$ cat config.mk
export PLATFORM = sky130hd
export DESIGN_NAME = bdev_arbiter
export DESIGN_NICKNAME = d
export VERILOG_FILES = /design/src/rtl/bdev_arbiter.sv
export SDC_FILE = /design/constraint.sdc
export NUM_CORES = 1
export LEC_CHECK = 0
export ABC_AREA = 0
export ABC_CLOCK_PERIOD_IN_PS = 2400
export BUFFER_PORTS_ARGS = -buffer_cell sky130_fd_sc_hd__buf_2
export CAP_MARGIN = 20
export CORE_AREA = 4 4 211 213
export DETAILED_ROUTE_END_ITERATION = 16
export DIE_AREA = 0 0 215 217
export HOLD_SLACK_MARGIN = 0.15
export PLACE_DENSITY = 0.36
export SYNTH_ARGS = -nofsm -noshare
export SYNTH_HDL_FRONTEND = slang
export SYNTH_SLANG_ARGS = --single-unit
$ cat constraint.sdc
create_clock -name clock -period 2.4 [get_ports clock]
set_clock_uncertainty 0.15 [all_clocks]
set_input_delay 0.48 -clock clock [delete_from_list [all_inputs] [get_ports clock]]
set_output_delay 0.48 -clock clock [all_outputs]
set_load 0.01 [all_outputs]
$ cat src/rtl/bdev_arbiter.sv
// bdev_arbiter: shares one block-device port between N_CLIENTS requesters.
// Requests are arbitrated round-robin. Client tags are widened with the client
// index on the way down, and responses are routed back by that index. The
// write-data channel stays locked to the client that owns the current write
// burst until the burst completes.
// Optional: define BDEV_ARB_STATS_EN to add per-client request counters and a
// write-stall cycle counter.
//
// Handshake rule for every channel: a transfer happens on a rising clock edge
// where valid and ready are both 1. A source holds valid and its payload
// stable until that edge, and never lowers valid without a transfer.
module bdev_arbiter #(
    parameter int N_CLIENTS        = 2,
    parameter int CLIENT_BITS      = 1,
    parameter int TAG_BITS         = 1,
    parameter int BEATS_PER_SECTOR = 64
) (
    input  logic                            clock,
    input  logic                            reset_n,
    // client request channels
    input  logic [N_CLIENTS-1:0]            cl_req_valid,
    output logic [N_CLIENTS-1:0]            cl_req_ready,
    input  logic [N_CLIENTS-1:0]            cl_req_bits_write,
    input  logic [32*N_CLIENTS-1:0]         cl_req_bits_offset,
    input  logic [32*N_CLIENTS-1:0]         cl_req_bits_len,
    input  logic [TAG_BITS*N_CLIENTS-1:0]   cl_req_bits_tag,
    // client write-data channels
    input  logic [N_CLIENTS-1:0]            cl_data_valid,
    output logic [N_CLIENTS-1:0]            cl_data_ready,
    input  logic [64*N_CLIENTS-1:0]         cl_data_bits_data,
    input  logic [TAG_BITS*N_CLIENTS-1:0]   cl_data_bits_tag,
    // client response channels
    output logic [N_CLIENTS-1:0]            cl_resp_valid,
    input  logic [N_CLIENTS-1:0]            cl_resp_ready,
    output logic [63:0]                     cl_resp_bits_data,
    output logic [TAG_BITS-1:0]             cl_resp_bits_tag,
    // device request channel
    output logic                            bdev_req_valid,
    input  logic                            bdev_req_ready,
    output logic                            bdev_req_bits_write,
    output logic [31:0]                     bdev_req_bits_offset,
    output logic [31:0]                     bdev_req_bits_len,
    output logic [TAG_BITS+CLIENT_BITS-1:0] bdev_req_bits_tag,
    // device write-data channel
    output logic                            bdev_data_valid,
    input  logic                            bdev_data_ready,
    output logic [63:0]                     bdev_data_bits_data,
    output logic [TAG_BITS+CLIENT_BITS-1:0] bdev_data_bits_tag,
    // device response channel
    input  logic                            bdev_resp_valid,
    output logic                            bdev_resp_ready,
    input  logic [63:0]                     bdev_resp_bits_data,
    input  logic [TAG_BITS+CLIENT_BITS-1:0] bdev_resp_bits_tag,
    // debug: 1 while a write burst owns the data channel
    output logic                            dbg_state_o
`ifdef BDEV_ARB_STATS_EN
    ,
    output logic [32*N_CLIENTS-1:0]         stat_req_count,
    output logic [31:0]                     stat_stall_cycles
`endif
);

    typedef enum logic {
        S_IDLE   = 1'b0,
        S_WBURST = 1'b1
    } state_t;

    state_t                 state_q;
    logic [CLIENT_BITS-1:0] rr_ptr_q;
    logic [CLIENT_BITS-1:0] rr_ptr_d;
    logic [CLIENT_BITS-1:0] lock_client_q;
    logic [37:0]            beat_cnt_q;

    logic [N_CLIENTS-1:0]   eligible;
    logic                   grant_found;
    logic [CLIENT_BITS-1:0] grant_idx;
    logic [CLIENT_BITS-1:0] cand_idx;
    logic                   req_fire;
    logic                   data_fire;
    logic                   wr_start;
    logic [37:0]            burst_beats;
    logic [CLIENT_BITS-1:0] resp_idx;
    logic                   resp_in_range;

    // Writes are masked while a burst owns the data channel; reads always compete.
    always_comb begin
        for (int i = 0; i < N_CLIENTS; i++) begin
            eligible[i] = cl_req_valid[i] & ((state_q == S_IDLE) | ~cl_req_bits_write[i]);
        end
    end

    // Round-robin search: first eligible client at or after rr_ptr, modulo N_CLIENTS.
    always_comb begin
        grant_found = 1'b0;
        grant_idx   = '0;
        cand_idx    = '0;
        for (int k = 0; k < N_CLIENTS; k++) begin
            cand_idx = CLIENT_BITS'((int'(rr_ptr_q) + k) % N_CLIENTS);
            if (!grant_found && eligible[cand_idx]) begin
                grant_found = 1'b1;
                grant_idx   = cand_idx;
            end
        end
    end

    assign rr_ptr_d = (grant_idx == CLIENT_BITS'(N_CLIENTS - 1)) ? '0
                                                                 : grant_idx + CLIENT_BITS'(1);

    // Request channel toward the device, fields muxed from the grantee.
    assign bdev_req_valid       = reset_n & grant_found;
    assign bdev_req_bits_write  = cl_req_bits_write[grant_idx];
    assign bdev_req_bits_offset = cl_req_bits_offset[32*grant_idx +: 32];
    assign bdev_req_bits_len    = cl_req_bits_len[32*grant_idx +: 32];
    assign bdev_req_bits_tag    = {grant_idx, cl_req_bits_tag[TAG_BITS*grant_idx +: TAG_BITS]};

    // Only the grantee sees ready, so a waiting client is never dropped.
    always_comb begin
        for (int i = 0; i < N_CLIENTS; i++) begin
            cl_req_ready[i] = reset_n & bdev_req_ready & grant_found
                              & (grant_idx == CLIENT_BITS'(i));
        end
    end

    assign req_fire    = bdev_req_valid & bdev_req_ready;
    assign burst_beats = 38'(bdev_req_bits_len) * 38'(BEATS_PER_SECTOR);
    assign wr_start    = req_fire & bdev_req_bits_write & (bdev_req_bits_len != 32'd0);

    // Write-data channel follows the locked client, and only during a burst.
    assign bdev_data_valid     = reset_n & (state_q == S_WBURST) & cl_data_valid[lock_client_q];
    assign bdev_data_bits_data = cl_data_bits_data[64*lock_client_q +: 64];
    assign bdev_data_bits_tag  = {lock_client_q,
                                  cl_data_bits_tag[TAG_BITS*lock_client_q +: TAG_BITS]};
    assign data_fire           = bdev_data_valid & bdev_data_ready;

    // Data ready goes only to the locked client.
    always_comb begin
        for (int i = 0; i < N_CLIENTS; i++) begin
            cl_data_ready[i] = reset_n & (state_q == S_WBURST) & bdev_data_ready
                               & (lock_client_q == CLIENT_BITS'(i));
        end
    end

    // Responses are routed by the index carried in the upper tag bits.
    assign resp_idx          = bdev_resp_bits_tag[TAG_BITS +: CLIENT_BITS];
    assign resp_in_range     = int'(resp_idx) < N_CLIENTS;
    assign cl_resp_bits_data = bdev_resp_bits_data;
    assign cl_resp_bits_tag  = bdev_resp_bits_tag[TAG_BITS-1:0];

    // Steer response valid to one client and take ready back from it; unknown indices are sunk.
    always_comb begin
        bdev_resp_ready = reset_n & ~resp_in_range;
        for (int i = 0; i < N_CLIENTS; i++) begin
            cl_resp_valid[i] = reset_n & bdev_resp_valid & (resp_idx == CLIENT_BITS'(i));
            if (resp_idx == CLIENT_BITS'(i)) begin
                bdev_resp_ready = reset_n & cl_resp_ready[i];
            end
        end
    end

    // Arbiter pointer and IDLE/WBURST state machine.
    always_ff @(posedge clock or negedge reset_n) begin
        if (!reset_n) begin
            state_q       <= S_IDLE;
            rr_ptr_q      <= '0;
            beat_cnt_q    <= '0;
            lock_client_q <= '0;
        end else begin
            if (req_fire) begin
                rr_ptr_q <= rr_ptr_d;
            end
            case (state_q)
                S_IDLE: begin
                    if (wr_start) begin
                        lock_client_q <= grant_idx;
                        beat_cnt_q    <= burst_beats;
                        state_q       <= S_WBURST;
                    end
                end
                S_WBURST: begin
                    if (data_fire) begin
                        if (beat_cnt_q == 38'd1) begin
                            // A write accepted on the final beat chains straight into its burst.
                            if (wr_start) begin
                                lock_client_q <= grant_idx;
                                beat_cnt_q    <= burst_beats;
                            end else begin
                                beat_cnt_q <= '0;
                                state_q    <= S_IDLE;
                            end
                        end else begin
                            beat_cnt_q <= beat_cnt_q - 38'd1;
                        end
                    end
                end
                default: state_q <= S_IDLE;
            endcase
        end
    end

    assign dbg_state_o = (state_q == S_WBURST);

`ifdef BDEV_ARB_STATS_EN
    logic [31:0] stat_req_q [N_CLIENTS];
    logic [31:0] stat_stall_q;
    logic        write_masked;

    assign write_masked = (state_q == S_WBURST) & |(cl_req_valid & cl_req_bits_write);

    // Per-client accepted-request counters and masked-write stall counter, wrapping at 2^32.
    always_ff @(posedge clock or negedge reset_n) begin
        if (!reset_n) begin
            for (int i = 0; i < N_CLIENTS; i++) begin
                stat_req_q[i] <= '0;
            end
            stat_stall_q <= '0;
        end else begin
            if (req_fire) begin
                stat_req_q[grant_idx] <= stat_req_q[grant_idx] + 32'd1;
            end
            if (write_masked) begin
                stat_stall_q <= stat_stall_q + 32'd1;
            end
        end
    end

    always_comb begin
        for (int i = 0; i < N_CLIENTS; i++) begin
            stat_req_count[32*i +: 32] = stat_req_q[i];
        end
    end

    assign stat_stall_cycles = stat_stall_q;
`endif

endmodule

==> tab_implementation.tex, run 1 <==
\begin{tabular}{lr}
\hline
Metric & Value \\
\hline
\multicolumn{2}{l}{\textbf{Run status}} \\
\quad Result of the run & finished, violations left \\
\quad Violations in the final reports & setup timing \\
\multicolumn{2}{l}{\textbf{Floorplanning}} \\
\quad Die width & 215 um \\
\quad Placeable Area & 42,700 um2 \\
\quad Floorplan die height & 217 um \\
\quad Number of top-level design ports & 547 \\
\quad Starting density of the core & between 10 and 15\% \\
\quad Number of rows created at floorplan & 76 \\
\quad Die area & around 47,000 um2 \\
\multicolumn{2}{l}{\textbf{GRT}} \\
\quad Pin count of the biggest net entering global routing & 70 \\
\quad Antenna violations before repair & 16 \\
\quad Total global routing track utilization & 15.7\% \\
\quad Number of global-route vias before repair & 7,532 \\
\quad First-pass GRT wire length & 53,400 um \\
\quad Remaining Overflow, GRT & 0 \\
\multicolumn{2}{l}{\textbf{Synth}} \\
\quad Top\_reg\_cell synth & sky130\_fd\_sc\_hd\_\_dfrtp\_1 \\
\quad Sequential element share of the synthesized area & 20.8\% \\
\quad Library cells used by synthesis & 56 \\
\quad Yosys Warn Count & 0 \\
\quad Number of instances in the synthesized netlist & 709 \\
\quad Count of flip-flops with a built-in enable after synthesis & 0 \\
\quad Total nets after synthesis & about 1,100 \\
\quad Syn Std Cell Area & about 5000 um2 \\
\quad Flops \& latches, synth & 41 \\
\quad Proportion of synthesized flip-flops having asynchronous set or reset & 100\% \\
\quad Mean instance size in the synthesized netlist & 6.97 um2 \\
\multicolumn{2}{l}{\textbf{Min path}} \\
\quad Path type of the worst min-delay path & reg2reg \\
\quad Number of instances on the worst hold path & 2 \\
\multicolumn{2}{l}{\textbf{Critical path}} \\
\quad Maximum fanout encountered on the critical timing path & 6 \\
\quad Signal arrival time at the worst endpoint & 2.00 ns \\
\quad Worst-case reg-to-reg path depth & 10 \\
\quad Crit-path cells & and2\_4 > o311ai\_4 > buf\_6 > inv\_12 > buf\_12 > buf\_16 > nand2\_2 > nand2\_2 > buf\_6 \\
\quad Endpoint kind of the worst setup timing path & output port \\
\quad Required time of the critical path & roughly 1.8 ns \\
\quad Crit-path max cell delay & approximately 0.4 ns \\
\quad CP startpoint kind & flip-flop \\
\quad Critical path class & reg2out \\
\quad Critical Path Slowest Stage Cell & sky130\_fd\_sc\_hd\_\_dfrtp\_1 \\
\multicolumn{2}{l}{\textbf{Detailed routing}} \\
\quad Overall via count from detail\_route & 7,595 \\
\quad Routed WL & 40,800 um \\
\quad First-pass iteration count of the detailed router & 4 \\
\quad Total DRC errors in the routed layout & 0 \\
\quad Via density per instance & 4.17 \\
\quad Iter 0 DRT Violations & 412 \\
\quad Remaining antenna violation count after routing & 0 \\
\quad WL per Instance & 22.4 um \\
\multicolumn{2}{l}{\textbf{STA}} \\
\quad Max-slew headroom at the worst pin & 63.0\% \\
\quad Actual slew at the worst max-slew pin & 0.553 ns \\
\quad Part of the cycle the worst path needs & 110\% \\
\quad Min Tclk post-route & 2.63 ns \\
\quad Final number of setup-violating endpoints & 103 \\
\quad Unrepaired setup endpoints after global routing & yes \\
\quad Hold Fails Final Rpt & 0 \\
\quad Number of pins exceeding their max-slew limit in the final report & 0 \\
\quad Worst Setup Slack, final & -0.230 ns \\
\quad Fin Setup TNS & -14.30 ns \\
\quad Highest Clock Rate & about 380 MHz \\
\multicolumn{2}{l}{\textbf{Clock network}} \\
\quad CTS HTree Levels & 2 \\
\quad Deepest clock path buffer count & 2 \\
\quad TritonCTS clock tree & built \\
\quad Clock-pin slew on the worst setup and hold paths & about 0.070 ns \\
\quad Number of buffers added by the clock tree synthesis step & 5 \\
\quad Clock Latency Late Sink & 0.29 ns \\
\quad Total clock sinks & 41 \\
\quad Root buf cell & sky130\_fd\_sc\_hd\_\_clkbuf\_16 \\
\multicolumn{2}{l}{\textbf{Finish}} \\
\quad Net count of the finished layout & around 1,600 \\
\quad Commonest non-fill, non-tap cell in the layout & sky130\_fd\_sc\_hd\_\_buf\_2 \\
\quad Proportion of layout cells with a drive suffix above 1 & 76.2\% \\
\quad Top library cells by usage in the layout, fill and taps aside & sky130\_fd\_sc\_hd\_\_buf\_2, sky130\_fd\_sc\_hd\_\_buf\_4, sky130\_fd\_sc\_hd\_\_nand2\_4, sky130\_fd\_sc\_hd\_\_buf\_6, sky130\_fd\_sc\_hd\_\_nand2\_1 \\
\quad Layout overhead on the synthesized area & 129\% \\
\quad \# fillers & 4,648 \\
\multicolumn{2}{l}{\textbf{Power and ir drop}} \\
\quad Leak Pwr & 5.58 nW \\
\quad Power per cell area & 548 nW/um2 \\
\quad Largest voltage drop on the vdd net & 0.363 mV \\
\multicolumn{2}{l}{\textbf{Placed design}} \\
\quad Post-Place Setup Slack & -0.384 ns \\
\quad Final HPWL from detailed placement & around 32,000 um \\
\quad Port bufs & 416 \\
\quad GPL Wtd Cong & 0.915 \\
\multicolumn{2}{l}{\textbf{Job}} \\
\quad Max cap viols & 0 \\
\hline
\end{tabular}
[timing repair]
| item | in CTS | in global routing |
|---|---|---|
| hold buffers | 2 | 0 |
| hold endpoints to repair | 5 | 0 |
| gates cloned | 14 | 8 |
| setup endpoints to repair | 106 | 107 |
| pin swaps | 72 | 138 |
| buffers inserted | 29 | 40 |
| resized for setup | 262 | 265 |
[layer usage]
metal  up-vias  wire length, um  global-route usage [%]
met3        70             3980                    6.06
met4         4             1300                    4.17
met1      3591            15700                    18.0
met5         -               27                       0
met2       408            19800                    27.3
li1       3522                -                       -
[metrics by stage]
stage | hold slack (ns) | total power [W] | utilization, % | cells | cell area, um2
2_1_floorplan | 0.0344 | 0.00282 | - | 709 | 4980
3_3_place_gp | 0.372 | 0.00442 | 19.5 | 1727 | 8310
3_5_place_dp | 0.351 | 0.00440 | 19.5 | 1727 | 8310
4_1_cts | 0.365 | 0.00569 | 23.4 | 1780 | 9990
5_1_grt | 0.382 | 0.00659 | 26.5 | 1822 | 11300
6_report | 0.357 | 0.00621 | 26.5 | 1822 | 11300
[cell families after synthesis]
family,synth area share (%)
fa+ha+maj,0.507
simple gates,33.4
mux,15.6
flops,20.8
buf+inv,14.8
compound gates,14.9
[power breakdown]
group          switching [W]  internal, W
Combinational        0.00213      0.00220
Sequential          0.000211     0.000987
Clock               0.000304     0.000383
[layout make-up]
type	count	area, um2	area share, %
tap	546	683	6.03
sequential	41	1030	9.07
antenna	1	2.50	0.0221
inverter	16	72.6	0.641
clock inverter	2	10.0	0.0884
multi-input combinational	546	4480	39.6
clock buffer	6	129	1.14
timing repair inverter	1	16.3	0.144
timing repair buffer	663	4900	43.3
[state kept, by name (all words and copies together) (netlist names)]
| signal | cells |
|---|---|
| beat_cnt_q | 38 |
| dbg_state_o | 1 |
| lock_client_q | 1 |
| rr_ptr_q | 1 |
[Yosys cell counts, types with 8 or more instances]
master,instances,area share [%]
sky130_fd_sc_hd__a21oi_1,19,1.9
sky130_fd_sc_hd__a22oi_1,9,1.4
sky130_fd_sc_hd__and3_1,8,1.0
sky130_fd_sc_hd__buf_4,67,10
sky130_fd_sc_hd__clkbuf_1,28,2.1
sky130_fd_sc_hd__dfrtp_1,41,21
sky130_fd_sc_hd__inv_1,15,1.1
sky130_fd_sc_hd__mux2_2,65,15
sky130_fd_sc_hd__nand2_1,229,17
sky130_fd_sc_hd__nand3_1,14,1.4
sky130_fd_sc_hd__nor2_1,34,2.6
sky130_fd_sc_hd__nor3_1,20,2.0
sky130_fd_sc_hd__nor4_1,19,2.4
sky130_fd_sc_hd__o211ai_1,9,1.4
sky130_fd_sc_hd__o21ai_0,43,4.4
[final timing paths]
| check | start | end | slack (ns) |
|---|---|---|---|
| hold / removal | beat_cnt_q[19]$_DFFE_PN0P_ | beat_cnt_q[19]$_DFFE_PN0P_ | 0.36 |
| max in group asynchronous | reset_n | beat_cnt_q[37]$_DFFE_PN0P_ | 0.85 |
| hold reg to reg | beat_cnt_q[19]$_DFFE_PN0P_ | beat_cnt_q[19]$_DFFE_PN0P_ | 0.36 |
| min in group asynchronous | reset_n | beat_cnt_q[7]$_DFFE_PN0P_ | 0.38 |
| setup reg to reg | dbg_state_o$_DFF_PN0_ | beat_cnt_q[29]$_DFFE_PN0P_ | -0.20 |
| setup / recovery | dbg_state_o$_DFF_PN0_ | bdev_req_bits_len[16] | -0.23 |
[worst max-delay path, delay by kind of cell (launching register included)]
| family | cells | cell delay, ns |
|---|---|---|
| DFF | 1 | 0.40 |
| and+or+nand+nor | 3 | 0.29 |
| AOI/OAI and AO/OA | 1 | 0.32 |
| buffers and inverters | 5 | 0.69 |
Note: power is estimated with default switching activity, not from simulation.
==> inputs of run 2 (changes only) <==
==> constraint.sdc (replaced) <==
create_clock -name clock -period 2.4 [get_ports clock]
set_clock_uncertainty 0.15 [all_clocks]
set_input_delay 0.6 -clock clock [delete_from_list [all_inputs] [get_ports clock]]
set_output_delay 0.6 -clock clock [all_outputs]
set_load 0.01 [all_outputs]
==> tab_implementation.tex, run 2 (same netlist as run 1, synthesis figures left out) <==
\begin{tabular}{lr}
\hline
Metric & Value \\
\hline
\multicolumn{2}{l}{\textbf{Finish}} \\
\quad Area taken by multi-input logic gates & 3830 um2 (was 4480 um2) \\
\quad Commonest non-fill, non-tap cell in the layout & sky130\_fd\_sc\_hd\_\_buf\_2 (unchanged) \\
\quad Largest register by flop count & beat\_cnt\_q (unchanged) \\
\quad \# fillers & 4,764 (was 4,648) \\
\quad Proportion of layout cells with a drive suffix above 1 & 68.6\% (was 76.2\%) \\
\quad Net count of the finished layout & 1,606 (was 1,615) \\
\quad Top library cells by usage in the layout, fill and taps aside & sky130\_fd\_sc\_hd\_\_buf\_2, sky130\_fd\_sc\_hd\_\_buf\_4, sky130\_fd\_sc\_hd\_\_nand2\_1, sky130\_fd\_sc\_hd\_\_mux2\_2, sky130\_fd\_sc\_hd\_\_buf\_6 (was sky130\_fd\_sc\_hd\_\_buf\_2, sky130\_fd\_sc\_hd\_\_buf\_4, sky130\_fd\_sc\_hd\_\_nand2\_4, sky130\_fd\_sc\_hd\_\_buf\_6, sky130\_fd\_sc\_hd\_\_nand2\_1) \\
\quad Register cell area after layout & 1030 um2 (unchanged) \\
\quad Layout overhead on the synthesized area & 111\% (was 129\%) \\
\quad Flip-flop count of the largest register after layout & 38 (unchanged) \\
\multicolumn{2}{l}{\textbf{Detailed routing}} \\
\quad Iter 0 DRT Violations & 356 (was 412) \\
\quad Remaining antenna violation count after routing & 0 (unchanged) \\
\quad Overall via count from detail\_route & 7,539 (was 7,595) \\
\quad Via density per instance & 4.14 (was 4.17) \\
\quad First-pass iteration count of the detailed router & 5 (was 4) \\
\quad WL per Instance & 21.0 um (was 22.4 um) \\
\quad Total DRC errors in the routed layout & 0 (unchanged) \\
\quad Routed WL & 38,300 um (was 40,800 um) \\
\multicolumn{2}{l}{\textbf{Critical path}} \\
\quad Critical Path Slowest Stage Cell & sky130\_fd\_sc\_hd\_\_o311ai\_4 (was sky130\_fd\_sc\_hd\_\_dfrtp\_1) \\
\quad Maximum fanout encountered on the critical timing path & 9 (was 6) \\
\quad CP startpoint kind & input pin (was flip-flop) \\
\quad Signal arrival time at the worst endpoint & 1.89 ns (was 2.00 ns) \\
\quad Worst-case reg-to-reg path depth & 12 (was 10) \\
\quad Crit-path max cell delay & 0.21 ns (was 0.40 ns) \\
\quad Endpoint kind of the worst setup timing path & output port (unchanged) \\
\quad Required time of the critical path & 1.65 ns (was 1.77 ns) \\
\quad Crit-path cells & buf\_6 > and2\_4 > o311ai\_4 > buf\_6 > buf\_4 > buf\_12 > nand2\_1 > nand2\_1 > buf\_2 (was and2\_4 > o311ai\_4 > buf\_6 > inv\_12 > buf\_12 > buf\_16 > nand2\_2 > nand2\_2 > buf\_6) \\
\quad Critical path class & in2out (was reg2out) \\
\multicolumn{2}{l}{\textbf{Run status}} \\
\quad Violations in the final reports & setup timing (unchanged) \\
\quad Result of the run & finished, violations left (unchanged) \\
\multicolumn{2}{l}{\textbf{STA}} \\
\quad Max-slew headroom at the worst pin & 58.8\% (was 63.0\%) \\
\quad Fin Setup TNS & -13.14 ns (was -14.30 ns) \\
\quad Hold WS & 0.361 ns (was 0.357 ns) \\
\quad Number of pins exceeding their max-slew limit in the final report & 0 (unchanged) \\
\quad Worst Setup Slack, final & -0.243 ns (was -0.230 ns) \\
\quad Min Tclk post-route & 2.64 ns (was 2.63 ns) \\
\quad Final number of setup-violating endpoints & 96 (was 103) \\
\quad Actual slew at the worst max-slew pin & 0.618 ns (was 0.553 ns) \\
\quad Unrepaired setup endpoints after global routing & yes (unchanged) \\
\quad Part of the cycle the worst path needs & 110\% (about the same) \\
\quad Hold Fails Final Rpt & 0 (unchanged) \\
\quad Highest Clock Rate & 378 MHz (was 380 MHz) \\
\multicolumn{2}{l}{\textbf{Clock network}} \\
\quad Count of hold-fix buffers inserted at cts & 0 (was 2) \\
\quad TritonCTS clock tree & built (unchanged) \\
\quad Clock-pin slew on the worst setup and hold paths & 0.06 ns (was 0.07 ns) \\
\quad Root buf cell & sky130\_fd\_sc\_hd\_\_clkbuf\_16 (unchanged) \\
\quad Total clock sinks & 41 (unchanged) \\
\quad Clock Latency Late Sink & 0.29 ns (about the same) \\
\quad Deepest clock path buffer count & 2 (unchanged) \\
\quad Number of buffers added by the clock tree synthesis step & 5 (unchanged) \\
\quad CTS HTree Levels & 2 (unchanged) \\
\multicolumn{2}{l}{\textbf{Floorplanning}} \\
\quad Die width & 215 um (unchanged) \\
\quad Die area & 46,700 um2 (unchanged) \\
\quad Placeable Area & 42,700 um2 (unchanged) \\
\quad Floorplan die height & 217 um (unchanged) \\
\quad Number of rows created at floorplan & 76 (unchanged) \\
\quad Number of top-level design ports & 547 (unchanged) \\
\quad Starting density of the core & 11.6\% (unchanged) \\
\multicolumn{2}{l}{\textbf{GRT}} \\
\quad Number of global-route vias before repair & 7,405 (was 7,532) \\
\quad First-pass GRT wire length & 51,000 um (was 53,400 um) \\
\quad Remaining Overflow, GRT & 0 (unchanged) \\
\quad Antenna violations before repair & 21 (was 16) \\
\quad Total global routing track utilization & 14.7\% (was 15.7\%) \\
\quad Pin count of the biggest net entering global routing & 42 (was 70) \\
\multicolumn{2}{l}{\textbf{Placed design}} \\
\quad Final HPWL from detailed placement & 31,100 um (was 32,000 um) \\
\quad Port bufs & 416 (unchanged) \\
\quad GPL Wtd Cong & 0.927 (was 0.915) \\
\quad Post-Place Setup Slack & -0.565 ns (was -0.384 ns) \\
\multicolumn{2}{l}{\textbf{Power and ir drop}} \\
\quad Largest voltage drop on the vdd net & 0.290 mV (was 0.363 mV) \\
\quad Power per cell area & 578 nW/um2 (was 548 nW/um2) \\
\quad Leak Pwr & 5.12 nW (was 5.58 nW) \\
\multicolumn{2}{l}{\textbf{Min path}} \\
\quad Path type of the worst min-delay path & reg2reg (unchanged) \\
\quad Number of instances on the worst hold path & 2 (unchanged) \\
\multicolumn{2}{l}{\textbf{Job}} \\
\quad Max cap viols & 0 (unchanged) \\
\hline
\end{tabular}
[run 2: cell types whose count changed in the layout (fill, tap and decap cells not counted), sizes merged]
cell         delta
inv             -1
clkinvlp        +1
clkbuf          -2
diode           +8
buf             -5
dlygate4sd3     -2
[run 2: timing repair]
item                                    CTS  global route
buffers inserted                         39            17
pin swaps                                33            49
endpoints found under the setup margin  154           110
cloned                                    7             6
resized for setup                       167           126
[run 2: metrics by stage]
| step | instance area, um2 | std cells | total power (W) | utilization [%] |
|---|---|---|---|---|
| after floorplan | 5060 | 709 | 0.00284 | - |
| after global placement | 8420 | 1739 | 0.00442 | 19.7 |
| after detailed placement | 8420 | 1739 | 0.00442 | 19.7 |
| after CTS | 9630 | 1793 | 0.00563 | 22.5 |
| after global routing | 10400 | 1821 | 0.00639 | 24.4 |
| final | 10400 | 1821 | 0.00601 | 24.4 |
[run 2: layout make-up]
class	count	area share [%]
diodes	9	0.217
clock buffers	5	1.20
clock inverters	3	0.168
inverters	16	0.650
multi-input cells	546	36.8
flip-flops and latches	41	9.88
well taps	546	6.57
repair buffers	655	44.5
[run 2: worst max-delay path, delay by kind of cell]
kind | cells | cell delay (ns)
buffers and inverters | 5 | 0.75
and+or+nand+nor | 3 | 0.32
AOI/OAI and AO/OA | 1 | 0.21
[run 2: final timing paths]
| path | startpoint | endpoint | slack [ns] |
|---|---|---|---|
| worst max-delay path | cl_req_bits_write[0] | bdev_req_bits_offset[26] | -0.24 |
| worst min-delay path | beat_cnt_q[36]$_DFFE_PN0P_ | beat_cnt_q[36]$_DFFE_PN0P_ | 0.36 |
| worst max register to register | dbg_state_o$_DFF_PN0_ | beat_cnt_q[29]$_DFFE_PN0P_ | -0.22 |
| worst min register to register | beat_cnt_q[36]$_DFFE_PN0P_ | beat_cnt_q[36]$_DFFE_PN0P_ | 0.36 |
| max in group asynchronous | reset_n | lock_client_q$_DFFE_PN0P_ | 1.12 |
| min in group asynchronous | reset_n | lock_client_q$_DFFE_PN0P_ | 0.55 |
[run 2: power by group]
part	switching [W]	total, W	internal (W)
combinational	0.00201	0.00413	0.00212
clock	0.000312	0.000695	0.000383
sequential	0.000207	0.00119	0.000986
total	0.00253	0.00601	0.00349
[run 2: layer usage]
| metal | vias up | GRT usage, % | wire (um) |
|---|---|---|---|
| met5 | - | 0 | 13 |
| met1 | 3539 | 16.6 | 14700 |
| li1 | 3523 | - | - |
| met4 | 2 | 6.94 | 1910 |
| met3 | 81 | 3.60 | 2590 |
| met2 | 394 | 26.0 | 19000 |
